<file path="config.mk">
export PLATFORM = sky130hd
export DESIGN_NAME = rf_scoreboard
export DESIGN_NICKNAME = d
export VERILOG_FILES = /design/src/rtl/rf_scoreboard.sv
export SDC_FILE = /design/constraint.sdc
export NUM_CORES = 1
export LEC_CHECK = 0
export ABC_CLOCK_PERIOD_IN_PS = 4150
export BUFFER_PORTS_ARGS = -buffer_cell sky130_fd_sc_hd__buf_4
export CORE_MARGIN = 4
export CORE_UTILIZATION = 50
export CTS_BUF_LIST = sky130_fd_sc_hd__clkbuf_16
export DETAILED_ROUTE_END_ITERATION = 12
export PLACE_DENSITY_LB_ADDON = 0.08
export SLEW_MARGIN = 20
export SYNTH_ARGS = -nofsm -noshare
export SYNTH_HDL_FRONTEND = slang
export SYNTH_SLANG_ARGS = --single-unit
</file>
<file path="constraint.sdc">
create_clock -name clk -period 4.15 [get_ports clk]
set_input_delay 0.415 -clock clk [delete_from_list [all_inputs] [get_ports clk]]
set_output_delay 0.415 -clock clk [all_outputs]
set_load 0.005 [all_outputs]
</file>
<file path="src/rtl/rf_scoreboard.sv">
`default_nettype none
// ============================================================================
// Module   : rf_scoreboard
// Purpose  : Register-file scoreboard and issue interlock for an 8 x 16-bit
//            register file. Counts issued-but-not-written-back writers per
//            register and stalls issue on RAW hazards or when a destination
//            register's pending count is already at MAX_PENDING.
// Options  : RF_SCOREBOARD_BYPASS_EN - a source whose only pending writer is
//            being written back this cycle is not treated as pending.
// Revision : 1.0 - initial release
// ============================================================================
module rf_scoreboard #(
    parameter int MAX_PENDING = 3,
    parameter int CNT_W       = 2
) (
    input  logic       clk,
    input  logic       rst,
    input  logic       issue_valid,
    input  logic       issue_rs_used,
    input  logic       issue_rt_used,
    input  logic [2:0] issue_rs_sel,
    input  logic [2:0] issue_rt_sel,
    input  logic       issue_wr_en,
    input  logic [2:0] issue_wr_sel,
    input  logic       wb_valid,
    input  logic [2:0] wb_sel,
    input  logic       flush,
    output logic       stall,
    output logic [7:0] busy_mask,
    output logic       err
);

    localparam logic [CNT_W-1:0] C_MAX = CNT_W'(MAX_PENDING);
    localparam logic [CNT_W-1:0] C_ONE = CNT_W'(1);

    logic [CNT_W-1:0] r_cnt [8];
    logic             r_err;
    logic [7:0]       w_pend;
    logic [7:0]       w_inc;
    logic [7:0]       w_dec;
    logic             w_full;
    logic             w_fire;
    logic             w_orphan_wb;

    // Source-hazard view of each register (optionally relaxed by WB bypass)
    always_comb begin
        for (int i = 0; i < 8; i++) begin
            w_pend[i] = (r_cnt[i] != '0);
`ifdef RF_SCOREBOARD_BYPASS_EN
            if ((r_cnt[i] == C_ONE) && wb_valid && (wb_sel == 3'(i))) begin
                w_pend[i] = 1'b0;
            end
`endif
        end
    end

    // Issue interlock; the destination overflow check never uses the bypass
    always_comb begin
        w_full = (r_cnt[issue_wr_sel] == C_MAX);
        stall  = issue_valid & ((issue_rs_used & w_pend[issue_rs_sel]) |
                                (issue_rt_used & w_pend[issue_rt_sel]) |
                                (issue_wr_en   & w_full));
        w_fire = issue_valid & ~stall & ~flush;
    end

    // Per-register increment / guarded decrement strobes
    always_comb begin
        for (int i = 0; i < 8; i++) begin
            w_inc[i] = w_fire & issue_wr_en & (issue_wr_sel == 3'(i));
            w_dec[i] = wb_valid & (wb_sel == 3'(i)) & (r_cnt[i] != '0);
        end
        w_orphan_wb = wb_valid & ~flush & (r_cnt[wb_sel] == '0);
    end

    // Pending-writer counters; flush kills every in-flight writer
    always_ff @(posedge clk) begin
        for (int i = 0; i < 8; i++) begin
            if (!rst) begin
                r_cnt[i] <= '0;
            end else if (flush) begin
                r_cnt[i] <= '0;
            end else if (w_inc[i] && !w_dec[i]) begin
                r_cnt[i] <= r_cnt[i] + C_ONE;
            end else if (w_dec[i] && !w_inc[i]) begin
                r_cnt[i] <= r_cnt[i] - C_ONE;
            end
        end
    end

    // Sticky protocol error: writeback of a register with no pending writer
    always_ff @(posedge clk) begin
        if (!rst) begin
            r_err <= 1'b0;
        end else if (w_orphan_wb) begin
            r_err <= 1'b1;
        end
    end

    // Busy mask is a pure function of the counter registers
    always_comb begin
        for (int i = 0; i < 8; i++) begin
            busy_mask[i] = (r_cnt[i] != '0);
        end
    end

    assign err = r_err;

endmodule
`default_nettype wire

</file>
==> results_dict.tcl <==
set metrics [dict create \
    core_um2 3337 \
    postCtsSetupBuffers 0 \
    clkTransAtPathRegs_ns 0.05 \
    placed_cell_area_um2 1934 \
    synth_flop_cell "edfxtp_1" \
    hold_viol_final 0 \
    hold_buffers 0 \
    synth-edff-count 16 \
    ys_top_cells_by_count "inv_1, edfxtp_1, nand2_1" \
    syn-cell-area_um2 1735 \
    critPathArrivalTime_ns 3.01 \
    synthTopCellsByArea "edfxtp_1, a211oi_2, ha_1, inv_1, nand3_2" \
    p_leak_uw 0.0007408 \
    fin_crit_sh 0.7240 \
    ant_nets 0 \
    die_w_um 66.92 \
    ys_warn_count 0 \
    firstDrtPassIters 4 \
    worstPathMaxFanout 15 \
    critical_path_class "in2reg" \
    n_antenna_cell 0 \
    grt_start_max_net_pins 17 \
    grt_pass1_wl_mm 7.100 \
    cts.sinks 17 \
    io_pins 30 \
    seq_area_frac_synth 0.2884 \
    slew_headroom 0.3703 \
    peakVddDrop_mv 0.1948 \
    dp_slack_ns 0.9496 \
    cts_tree "done" \
    setup_ws_ns 1.145 \
    wl_per_cell_um 17.82 \
    grt-ovfl-total 0 \
    synth-async-reset-ratio 0 \
    drt_wl_total_mm 4.383 \
    initial_core_util 0.5201 \
    die_h_um 66.92 \
    synthCells 177 \
    worstHoldPathType "in2reg" \
    tns_ns 0 \
    max_cap_violations 0 \
    worstSetupStartpointType "input port" \
    dp.cells 242 \
    setup_violations 0 \
    cts_inserted_buffers 3 \
    avgSynthCellArea_um2 9.805 \
    yosysMostFrequentCell "inv_1" \
    wl_met1_mm 1.888 \
    grt_pass1_vias 1423 \
    post_cts_resized 0 \
    clockRootBuffer "clkbuf_16" \
    antenna_found_initial 0 \
    die_area_um2 4478 \
    synth_largest_area_cell "edfxtp_1" \
    place_congestion 0.8285 \
    power.density_nw_per_um2 262.9 \
    wl_met3_um 344 \
    fin_cells 246 \
    max_freq_mhz 332.8 \
    nets 229 \
    rows 21 \
    routed.top_layer "met4" \
    skew_ns 0.001914 \
    synth_fp_nets 205 \
    required_ns 4.15 \
    port_buffers 29 \
    ys_ff_latch 17 \
    syn2layout_area_growth_pct 16.08 \
    grt_setup_unrepaired "false" \
    first_iter_violations 92 \
    slew_violations 0 \
    via_count 1520 \
    h-tree-depth 1 \
    final_area_um2 2014 \
    dr_wl_met2_mm 2.115 \
    min_period_ns 3.005 \
    clockBufferDepth 2 \
    tightest_slew_ns 0.9446 \
    dp_hpwl_mm 3.359 \
    ys_types 45 \
    track_usage 0.2113 \
    endpoint_kind "flip-flop" \
    viasPerCell 6.179 \
    synth_top_cell_area_share 0.2769 \
    clk-insertion-delay-late_ns 0.25 \
    drcViolationCount 0 \
    outcome "finished clean" \
    layout-drive-gt1-share 0.3000 \
]
## cells by family after synthesis
logic type | synth area share
simple gates | 0.2105
fa+ha+maj | 0.05768
flops | 0.2884
buf+inv | 0.1002
mux | 0.06994
compound gates | 0.2733
## final cells by class
class                      count  area [um2]
tap                           46       57.56
clock buffer                   3       75.07
timing repair buffer          29       217.7
sequential                    17       500.5
fill                         309        1323
multi-input combinational    124        1061
inverter                      26       97.59
clock inverter                 1       5.005
## critical path, cell delays in order
cell,delay [ns]
buf_4,0.12
nor2b_1,0.56
o221ai_1,0.28
and4_4,0.29
a2111oi_4,0.85
a2111oi_0,0.26
a31o_1,0.23
## registers in the layout, indices dropped and copies added (netlist names)
name / count
err: 1
r_cnt: 16
## power breakdown
group          switching (uW)  internal (uW)  total [uW]
clock                    69.9            129         199
combinational            69.8           58.2         128
sequential               6.55            196         203
total                     146            383         530
## metal layers
metal | global-route usage | vias up
met1 | 0.2854 | 718
met5 | 0 | -
met4 | 0.05316 | 0
li1 | - | 732
met3 | 0.02698 | 4
met2 | 0.3540 | 66
## metrics by stage
stage / util / power (uW) / hold slack, ns
after global placement: 0.5797 / 330.5 / 0.4521
after floorplan: - / 287.0 / 0.4644
after global routing: 0.6037 / 553.4 / 0.4140
after detailed placement: 0.5797 / 333.5 / 0.4627
after CTS: 0.6037 / 531.9 / 0.3824
final: 0.6037 / 529.7 / 0.3832
## path summary, 6_finish.rpt
path                                       from     endpoint  slack (ns)  cells past startpoint
worst max-delay path            issue_wr_sel[2]  r_cnt[4][1]        1.15                      7
worst min register to register              err          err        0.47                      1
worst max register to register      r_cnt[1][0]  r_cnt[4][1]        1.17                      8
worst min-delay path                        rst          err        0.38                      2
## cells in the final DEF (no fill, tap or decap), types with 4 or more instances in the layout
master,synthesis,final
a211oi_2,8,8
nor2b_1,4,4
nand4_1,4,4
nand3_1,8,8
nand3_2,8,8
o221ai_1,4,4
a211o_1,4,4
ha_1,8,8
a21oi_1,6,6
nand2_1,9,9
nand2b_1,4,4
a21o_1,6,6
buf_4,0,29
inv_1,26,26
or3_1,4,4
edfxtp_1,16,16
nor3_1,4,4
Power figures use the tool's default switching activity.
